### config.mk
export PLATFORM = sky130hd
export DESIGN_NAME = keypad_scanner
export DESIGN_NICKNAME = d
export VERILOG_FILES = /design/src/rtl/kbd_pkg.sv /design/src/rtl/keypad_scanner_matrix_scan.sv /design/src/rtl/keypad_scanner.sv
export SDC_FILE = /design/constraint.sdc
export NUM_CORES = 1
export LEC_CHECK = 0
export ABC_AREA = 1
export CAP_MARGIN = 20
export CORE_ASPECT_RATIO = 1.25
export CORE_UTILIZATION = 43
export DETAILED_ROUTE_END_ITERATION = 6
export SKIP_CTS_REPAIR_TIMING = 1
export SYNTH_ARGS = -nofsm -noshare
export SYNTH_HDL_FRONTEND = slang
export SYNTH_SLANG_ARGS = --single-unit
export TNS_END_PERCENT = 10
### constraint.sdc
create_clock -name clk -period 3.11 [get_ports clk]
set_input_delay 0.311 -clock clk [delete_from_list [all_inputs] [get_ports clk]]
set_output_delay 0.311 -clock clk [all_outputs]
set_load 0.01 [all_outputs]
### src/rtl/kbd_pkg.sv
// Shared types and constants for the keypad matrix scanner.
package kbd_pkg;

    typedef enum logic [1:0] {
        IDLE     = 2'd0,
        PRESS_DB = 2'd1,
        HELD     = 2'd2,
        REL_DB   = 2'd3
    } kbd_state_e;

    localparam int DEF_ROWS     = 4;
    localparam int DEF_COLS     = 4;
    localparam int DEF_SCAN_DIV = 50000;
    localparam int DEF_DEBOUNCE = 4;

    function automatic int code_width(input int rows, input int cols);
        return $clog2(rows * cols);
    endfunction

endpackage

### src/rtl/keypad_scanner_matrix_scan.sv
// Row scanner: drives one row low per scan slot, synchronises the columns and
// gathers one full frame of key states, reporting the lowest pressed key.
module matrix_scan
    import kbd_pkg::*;
#(
    parameter int ROWS     = DEF_ROWS,
    parameter int COLS     = DEF_COLS,
    parameter int SCAN_DIV = DEF_SCAN_DIV
) (
    input  logic                                clk,
    input  logic                                clr_n,
    input  logic [COLS-1:0]                     col_n,
    output logic [ROWS-1:0]                     row_n,
    output logic                                frame_done,
    output logic                                pressed,
    output logic [code_width(ROWS, COLS)-1:0]   code
);

    localparam int KW = code_width(ROWS, COLS);
    localparam int PW = $clog2(SCAN_DIV);
    localparam int RW = $clog2(ROWS);

    logic [PW-1:0]             presc_q, presc_d;
    logic [RW-1:0]             row_q, row_d;
    logic [ROWS-1:0]           row_n_q, row_n_d;
    logic [COLS-1:0]           col_s1_q, col_s2_q;
    logic [ROWS-1:0][COLS-1:0] acc_q, acc_d;
    logic                      tc, last_row;

    // Sampling at the end of each row slot gives the synchroniser and the
    // board wiring the whole slot to settle after row_n changes.
    always_comb begin
        tc       = (presc_q == PW'(SCAN_DIV - 1));
        last_row = (row_q == RW'(ROWS - 1));
        presc_d  = tc ? '0 : presc_q + 1'b1;
        row_d    = row_q;
        if (tc) begin
            row_d = last_row ? '0 : row_q + 1'b1;
        end
        row_n_d        = '1;
        row_n_d[row_d] = 1'b0;
        acc_d          = acc_q;
        if (tc) begin
            acc_d[row_q] = ~col_s2_q;
        end
        frame_done = tc && last_row;
        pressed    = |acc_d;
        code       = '0;
        for (int r = ROWS - 1; r >= 0; r--) begin
            for (int c = COLS - 1; c >= 0; c--) begin
                if (acc_d[r][c]) begin
                    code = KW'(r * COLS + c);
                end
            end
        end
    end

    always_ff @(posedge clk or negedge clr_n) begin
        if (!clr_n) begin
            presc_q  <= '0;
            row_q    <= '0;
            row_n_q  <= {{(ROWS - 1){1'b1}}, 1'b0};
            col_s1_q <= '1;
            col_s2_q <= '1;
            acc_q    <= '0;
        end else begin
            presc_q  <= presc_d;
            row_q    <= row_d;
            row_n_q  <= row_n_d;
            col_s1_q <= col_n;
            col_s2_q <= col_s1_q;
            acc_q    <= acc_d;
        end
    end

    assign row_n = row_n_q;

endmodule

### src/rtl/keypad_scanner.sv
// Keypad matrix scanner: per-frame debounce of the scanned key and a single
// emission per press towards the consumer.
module keypad_scanner
    import kbd_pkg::*;
#(
    parameter int ROWS     = DEF_ROWS,
    parameter int COLS     = DEF_COLS,
    parameter int SCAN_DIV = DEF_SCAN_DIV,
    parameter int DEBOUNCE = DEF_DEBOUNCE
) (
    input  logic                                clk,
    input  logic                                clr_n,
    output logic [ROWS-1:0]                     row_n,
    input  logic [COLS-1:0]                     col_n,
    output logic [code_width(ROWS, COLS)-1:0]   key_code,
    output logic                                key_valid,
    input  logic                                key_ready,
    output logic                                key_held,
    output logic                                overflow,
    output logic [1:0]                          dbg_state
);

    localparam int KW = code_width(ROWS, COLS);
    localparam int CW = $clog2(DEBOUNCE + 1);

    logic          frame_done, pressed;
    logic [KW-1:0] code;

    matrix_scan #(
        .ROWS    (ROWS),
        .COLS    (COLS),
        .SCAN_DIV(SCAN_DIV)
    ) u_scan (
        .clk       (clk),
        .clr_n     (clr_n),
        .col_n     (col_n),
        .row_n     (row_n),
        .frame_done(frame_done),
        .pressed   (pressed),
        .code      (code)
    );

    kbd_state_e    state_q, state_d;
    logic [KW-1:0] cand_q, cand_d;
    logic [CW-1:0] cnt_q, cnt_d;
    logic [KW-1:0] key_code_q, key_code_d;
    logic          key_valid_q, key_valid_d;
    logic          overflow_q, overflow_d;
    logic          match, confirm, accept;

    always_comb begin
        state_d = state_q;
        cand_d  = cand_q;
        cnt_d   = cnt_q;
        confirm = 1'b0;
        match   = pressed && (code == cand_q);
        if (frame_done) begin
            case (state_q)
                IDLE: begin
                    if (pressed) begin
                        cand_d = code;
                        cnt_d  = CW'(1);
                        if (DEBOUNCE == 1) begin
                            state_d = HELD;
                            confirm = 1'b1;
                        end else begin
                            state_d = PRESS_DB;
                        end
                    end
                end
                PRESS_DB: begin
                    if (match) begin
                        cnt_d = cnt_q + 1'b1;
                        if (int'(cnt_q) + 1 >= DEBOUNCE) begin
                            state_d = HELD;
                            confirm = 1'b1;
                        end
                    end else if (pressed) begin
                        cand_d = code;
                        cnt_d  = CW'(1);
                    end else begin
                        state_d = IDLE;
                    end
                end
                HELD: begin
                    if (!match) begin
                        state_d = REL_DB;
                        cnt_d   = CW'(1);
                    end
                end
                REL_DB: begin
                    if (match) begin
                        state_d = HELD;
                    end else if (pressed) begin
                        cand_d = code;
                        cnt_d  = CW'(1);
                        if (DEBOUNCE == 1) begin
                            state_d = HELD;
                            confirm = 1'b1;
                        end else begin
                            state_d = PRESS_DB;
                        end
                    end else begin
                        cnt_d = cnt_q + 1'b1;
                        if (int'(cnt_q) + 1 >= DEBOUNCE) begin
                            state_d = IDLE;
                        end
                    end
                end
                default: state_d = IDLE;
            endcase
        end
    end

    // Handshake: a key transfers on a clock edge where key_valid and key_ready
    // are both high. key_valid holds until that transfer, key_code is stable
    // while key_valid is high, and a transfer may coincide with loading the
    // next key. A key confirmed while the previous one is still held back is
    // dropped and latched into the sticky overflow flag.
    always_comb begin
        accept      = key_valid_q && key_ready;
        key_code_d  = key_code_q;
        key_valid_d = key_valid_q;
        overflow_d  = overflow_q;
        if (confirm) begin
            if (!key_valid_q || accept) begin
                key_code_d  = cand_d;
                key_valid_d = 1'b1;
            end else begin
                overflow_d = 1'b1;
            end
        end else if (accept) begin
            key_valid_d = 1'b0;
        end
    end

    always_ff @(posedge clk or negedge clr_n) begin
        if (!clr_n) begin
            state_q     <= IDLE;
            cand_q      <= '0;
            cnt_q       <= '0;
            key_code_q  <= '0;
            key_valid_q <= 1'b0;
            overflow_q  <= 1'b0;
        end else begin
            state_q     <= state_d;
            cand_q      <= cand_d;
            cnt_q       <= cnt_d;
            key_code_q  <= key_code_d;
            key_valid_q <= key_valid_d;
            overflow_q  <= overflow_d;
        end
    end

    assign key_code  = key_code_q;
    assign key_valid = key_valid_q;
    assign overflow  = overflow_q;
    assign key_held  = (state_q == HELD) || (state_q == REL_DB);
    assign dbg_state = state_q;

endmodule
==> flow_summary_export.csv, run 1 <==
group,metric,value,unit
run_status,status,"finished clean",
sta,hold_violations,0,
place,place_congestion,0.865,
setup_path,slowest_stage,"dfrtp_2",
sta,tightest_slew,0.625,ns
setup_path,cp.required,3.36,ns
clocking,cts_tree,"done",
logic_synthesis,synth_edf_count,0,
grt,grt_overflow_total,0,
finish,drive_gt1_share,23.1,%
logic_synthesis,synth_compound_area_share,9.33,%
logic_synthesis,yosysMostFrequentCell,"nand2_1",
setup_path,crit_top_cell,"nand2_1",
logic_synthesis,synth.mux.area_fraction,1.84,%
place,dp_slack,0.0236,ns
place,io_buffers,19,
route,wirelength,6340,um
finish,ff_latch_area,0.00154,mm2
setup_path,critPathCaptureType,"flip-flop",
logic_synthesis,synth_area_per_cell,8.08,um2
job,maxCapViolCount,0,
sta,setup_ws,0.205,ns
grt,grt_usage,17.6,%
setup_path,path_buf_inv,2,
clocking,numCtsBuffers,9,
logic_synthesis,synth-xor-area-share,1.08,%
finish,final_nets,459,
finish,stdcell_count,543,
finish,fill_cells,687,
finish,antennaDiodeCount,0,
sta,period_needed,2.90,ns
clocking,clockRootBuffer,"clkbuf_8",
clocking,clock_latency,0.36,ns
grt,grt_pass1_wl,10600,um
grt,grt_max_degree,39,
sta,slew_violations,0,
sta,setup-violations-final,0,
finish,area_delta_synth_final,22.3,%
logic_synthesis,ys_async_sr_fraction,100,%
sta,setup_tns,0,ns
logic_synthesis,synth_top_family_by_area,"simple AND/OR/NAND/NOR gates",
route,routedWlPerCell,11.7,um
power_and_ir_drop,leakage,2.05,nW
min_path,holdCritPathClass,"in -> reg",
logic_synthesis,syn_inst,403,
logic_synthesis,synth.area.top_cells,"dfrtp_1 38%, nand2_1 12%, dfstp_2 8.9%",
setup_path,cp_slowest_stage_delay,0.45,ns
route,initialDrtViolationCount,95,
route,drc,0,
route,ant_nets,0,
logic_synthesis,ys_seq_area_share,47.3,%
logic_synthesis,synthSimpleGateAreaFrac,27.8,%
clocking,htreeDepth,3,
logic_synthesis,synth_common_cells,"102 x nand2_1, 72 x inv_1, 50 x dfrtp_1",
logic_synthesis,synth_ff_type,"dfrtp_1",
logic_synthesis,yosys.area.top_type,"dfrtp_1",
sta,slew_headroom,57.9,%
power_and_ir_drop,powerDensity,401,mW/mm2
power_and_ir_drop,ir_drop,0.308,mV
die,start_util,44.3,%
logic_synthesis,syn-num-nets,416,
die,core,0.00736,mm2
place,hpwl,4560,um
die,pin_count,20,
route,vias_per_cell,4.68,
route,dr.pass1.iters,4,
die,fp-row-count,35,
logic_synthesis,ys_warn_count,0,
logic_synthesis,synth.distinct_cells,39,
grt,antenna_found_initial,0,
finish,multi_input_area,0.00148,mm2
route,vias,2543,
grt,grt_pass1_vias,2388,
sta,clock_skew,0.0127,ns
logic_synthesis,synth_top_area_share,38.4,%
sta,rsz0062_at_grt,"yes",
clocking,cts_buffer_depth,2,
clocking,cts_sinks,61,
power_and_ir_drop,finalPower,1.60,mW
die,chipWidth,79.9,um
logic_synthesis,synth_fa_ha_area_share,2.30,%
setup_path,criticalPathCategory,"reg -> reg",
clocking,clk_pin_slew,0.07,ns
place,place_inst,514,
setup_path,crit_path_cell_trace,"nor2_2, nand2_1, nor2_4, nand2_4, nor2_4, mux2i_1, nand2_1, nor2_2, nand2_2, o21ai_1, nand2_1, nor2_2, o21ai_2, nor2_4, nand3_4, clkinv_4, nand2_2, nand2_4, inv_2, nand2_1, nand2_1",
setup_path,crit_path_max_fanout,8,
setup_path,cp_top_family,"simple AND/OR/NAND/NOR gates",
logic_synthesis,synth_seq_cells,61,
logic_synthesis,syn_area,0.00326,mm2
setup_path,start_kind,"flip-flop",
setup_path,arrival,3.15,ns
sta,finalCritPeriodShare,93.4,%
die,fp.dieH,99.3,um
sta,max_freq,344,MHz
die,die-area,0.00793,mm2
## state kept, by name, indices dropped and copies added (netlist names), named ones only
register	cells
cand_q	4
cnt_q	3
dbg_state	1
key_code	4
key_valid	1
overflow	1
u_scan.acc_q	16
u_scan.col_s1_q	4
u_scan.col_s2_q	4
u_scan.presc_q	16
u_scan.row_n	4
u_scan.row_q	2
## metrics by stage
| stage | instance area [um2] | hold slack, ns | utilization (%) |
|---|---|---|---|
| 2_1_floorplan | 3260 | 0.0154 | - |
| 3_3_place_gp | 3560 | 0.328 | 48.5 |
| 3_5_place_dp | 3560 | 0.338 | 48.5 |
| 4_1_cts | 3780 | -0.0512 | 51.4 |
| 5_1_grt | 3990 | 0.346 | 54.2 |
| 6_report | 3990 | 0.357 | 54.2 |
## cell families (layout without fill, tap and decap cells)
kind of cell               count (synthesis)  in the layout
and+or+nand+nor                          189            189
buffers and inverters                     87            135
DFF                                       61             61
AOI/OAI and AO/OA                         50             50
adders and majority gates                  6              6
muxes                                      6              6
xor gates and xnor gates                   4              4
## layer usage
metal	routed length [um]	global-route usage, %
met4	149	10.9
met2	3080	27.7
met1	2990	22.0
met3	124	3.58
met5	0	0
## layout make-up
cell class	count	share of cell area [%]
Clock buffer	12	4.71
Clock inverter	4	0.816
Inverter	84	8.16
Multi-Input combinational cell	255	37.0
Sequential cell	61	38.7
Tap cell	92	2.89
Timing Repair Buffer	34	7.54
Timing Repair inverter	1	0.188
## path summary, 6_finish.rpt
kind / cells past startpoint / slack (ns) / end / start
max in group asynchronous: 3 / 1.74 / u_scan.col_s1_q[1] / clr_n
worst min register to register: 0 / 0.36 / u_scan.col_s2_q[0] / u_scan.col_s1_q[0]
worst max-delay path: 21 / 0.21 / cnt_q[2] / u_scan.presc_q[11]
min in group asynchronous: 2 / 0.47 / u_scan.presc_q[6] / clr_n
worst max register to register: 21 / 0.21 / cnt_q[2] / u_scan.presc_q[11]
worst min-delay path: 1 / 0.36 / u_scan.col_s1_q[1] / col_n[1]
## layout by cell type, fill, tap and decap left out, types with 2 or more instances in the layout
master	count
o21bai_1	4
xor2_1	4
dfstp_2	11
nor2_4	11
nand3_1	12
nand4_1	2
inv_6	2
a21oi_2	3
a31oi_1	2
o21ai_1	8
nand2_4	2
mux2i_2	4
o21ai_2	4
clkbuf_16	2
inv_2	8
clkinvlp_4	2
clkdlybuf4s50_1	18
nand2_1	99
nor2_2	8
a21oi_1	7
nor4_1	2
clkbuf_8	10
nor2_1	35
nand3_4	3
clkinv_4	2
ha_4	2
inv_1	72
a32o_1	2
ha_1	4
nor3_1	3
buf_4	14
o22ai_1	3
dfrtp_1	49
o21ai_0	14
nand2_2	10
## where the power goes
group	total, mW	switching, mW	internal [mW]	leakage [nW]
logic	0.0274	0.0191	0.00826	1.13
registers	0.806	0.00349	0.803	0.798
clock network	0.763	0.348	0.416	0.114
total	1.60	0.370	1.23	2.05
## worst reg2reg max path, cell delays in order, from the launching register on
cell      delay (ns)
dfrtp_2         0.45
nor2_2          0.14
nand2_1         0.09
nor2_4          0.13
nand2_4         0.13
nor2_4          0.25
mux2i_1         0.27
nand2_1         0.11
nor2_2          0.15
nand2_2         0.09
o21ai_1         0.13
nand2_1         0.08
nor2_2          0.12
o21ai_2         0.07
nor2_4          0.12
nand3_4         0.12
clkinv_4        0.08
nand2_2         0.06
nand2_4         0.08
inv_2           0.04
nand2_1         0.05
nand2_1         0.04
No activity file was read; power rests on OpenSTA's default activity.
==> inputs of run 2 (changes only) <==
CORE_ASPECT_RATIO = 0.8   (was 1.25)
TNS_END_PERCENT = default   (was 10)
==> flow_summary_export.csv, run 2 (same netlist as run 1, synthesis figures left out) <==
group,metric,value,unit
sta,hold_violations,0,
place,place_congestion,0.871,
setup_path,cp_slowest_stage_delay,0.41,ns
clocking,cts_buffer_depth,2,
finish,antennaDiodeCount,0,
route,routedWlPerCell,12.6,um
setup_path,r2r-start,"u_scan.presc_q[0]",
grt,grt_pass1_vias,2318,
setup_path,r2r-end,"key_code[1]",
sta,setup_ws,0.135,ns
setup_path,path_buf_inv,1,
clocking,htreeDepth,3,
grt,grt_pass1_wl,11400,um
setup_path,cp.required,3.35,ns
grt,grt_usage,19.0,%
die,core,0.00709,mm2
setup_path,slowest_stage,"dfrtp_1",
route,drc,0,
route,vias_per_cell,4.66,
route,ant_nets,0,
setup_path,start_kind,"flip-flop",
clocking,cts_tree,"done",
sta,hold_ws,0.101,ns
power_and_ir_drop,powerDensity,389,mW/mm2
route,wirelength,6840,um
die,chipWidth,99.3,um
grt,grt_max_degree,62,
die,fp.dieH,79.9,um
setup_path,crit_path_cell_trace,"ha_4, nand3_4, nor2_4, nand2_4, nor2_4, mux2i_2, nand2_1, nor2_2, nand2_2, o21ai_1, nand2_1, nor2_2, o21ai_2, nor2_4, nand3_4, clkinv_4, nand3_4, nand2_1, o21ai_1",
clocking,clockRootBuffer,"clkbuf_8",
finish,final_nets,463,
setup_path,cp_top_family,"simple AND/OR/NAND/NOR gates",
route,dr.pass1.iters,4,
finish,drive_gt1_share,23.5,%
setup_path,arrival,3.21,ns
setup_path,reg2reg_depth,19,
die,fp-row-count,27,
clocking,numCtsBuffers,9,
sta,setup_tns,0,ns
power_and_ir_drop,ir_drop,0.260,mV
clocking,clock_latency,0.35,ns
die,die-area,0.00793,mm2
min_path,holdCritPathClass,"in -> async",
sta,max_freq,336,MHz
grt,antenna_found_initial,0,
clocking,cts_sinks,61,
sta,slew_violations,0,
job,maxCapViolCount,0,
setup_path,crit_path_max_fanout,8,
place,hpwl,4830,um
finish,fill_cells,642,
finish,final_common_cell,"nand2_1",
sta,finalCritPeriodShare,95.7,%
place,io_buffers,19,
setup_path,critPathCaptureType,"flip-flop",
place,dp_slack,0.0593,ns
finish,largest_registers,"u_scan.acc_q: 16 flops, u_scan.presc_q: 16 flops",
sta,rsz0062_at_grt,"yes",
finish,finish.utilization,55.9,%
route,vias,2528,
finish,final_cell_mix,"98 x nand2_1, 72 x inv_1, 50 x dfrtp_1, 35 x nor2_1, 20 x buf_4",
power_and_ir_drop,leakage,2.07,nW
grt,grt_overflow_total,0,
die,start_util,45.9,%
setup_path,ff2ff_setup_slack,0.14,ns
run_status,status,"finished clean",
sta,period_needed,2.97,ns
sta,clock_skew,0.00967,ns
route,initialDrtViolationCount,104,
sta,setup-violations-final,0,
finish,area_delta_synth_final,21.8,%
setup_path,criticalPathCategory,"reg -> reg",
sta,slew_headroom,49.6,%
clocking,clk_pin_slew,0.07,ns
sta,tightest_slew,0.755,ns
die,pin_count,20,
[run 2: changes by cell type in the layout (fill, tap and decap cells not counted), sizes merged]
cell / change
clkinv: +1
clkinvlp: +2
dlygate4sd3: -1
buf: +6
bufinv: +1
inv: -2
clkbuf: -3
[run 2: power by group]
part	internal, mW	total [mW]	switching, mW	leakage, nW
logic	0.00749	0.0270	0.0195	1.17
clock network	0.372	0.712	0.341	0.0918
registers	0.803	0.806	0.00346	0.800
total	1.18	1.55	0.363	2.07
[run 2: how the worst max path moves through the flow]
stage	startpoint	slack, ns	to	cells past startpoint
global route	u_scan.presc_q[0]	-0.07	key_code[1]	19
floorplan	u_scan.presc_q[0]	0.35	cnt_q[0]	21
finish	u_scan.presc_q[0]	0.14	key_code[1]	19
global placement	u_scan.presc_q[0]	0.16	cnt_q[0]	30
CTS	u_scan.presc_q[0]	0.05	cnt_q[0]	21
detailed placement	u_scan.presc_q[0]	0.06	cnt_q[0]	21
[run 2: stage by stage]
stage / power [mW] / cell area (um2) / cells
2_1_floorplan: 0.821 / 3260 / 403
6_report: 1.55 / 3970 / 542
4_1_cts: 1.57 / 3770 / 527
5_1_grt: 1.61 / 3970 / 542
3_5_place_dp: 0.848 / 3570 / 511
3_3_place_gp: 0.848 / 3570 / 511
[run 2: final cells by class]
type	count	area [um2]	share of cell area, %
Sequential cell	61	1540	38.8
Multi-Input combinational cell	255	1460	36.7
Timing Repair Buffer	39	335	8.45
Inverter	84	328	8.26
Clock buffer	9	124	3.12
Tap cell	87	109	2.74
Clock inverter	7	75.1	1.89
[run 2: routing by layer]
layer,part of all wire [%],vias up,track usage [%],wire (um)
met2,41,44,25.2,2790
met4,0.88,0,7.06,60
met1,55,1148,28.8,3740
met3,3.7,5,5.17,252
li1,-,1331,-,-
met5,0,-,0,0
==> inputs of run 3 (changes only) <==
CTS_CLUSTER_SIZE = 25   (was default)
==> results of run 3 <==
Same layout as run 2: the final DEF is identical, and so are final timing and power.
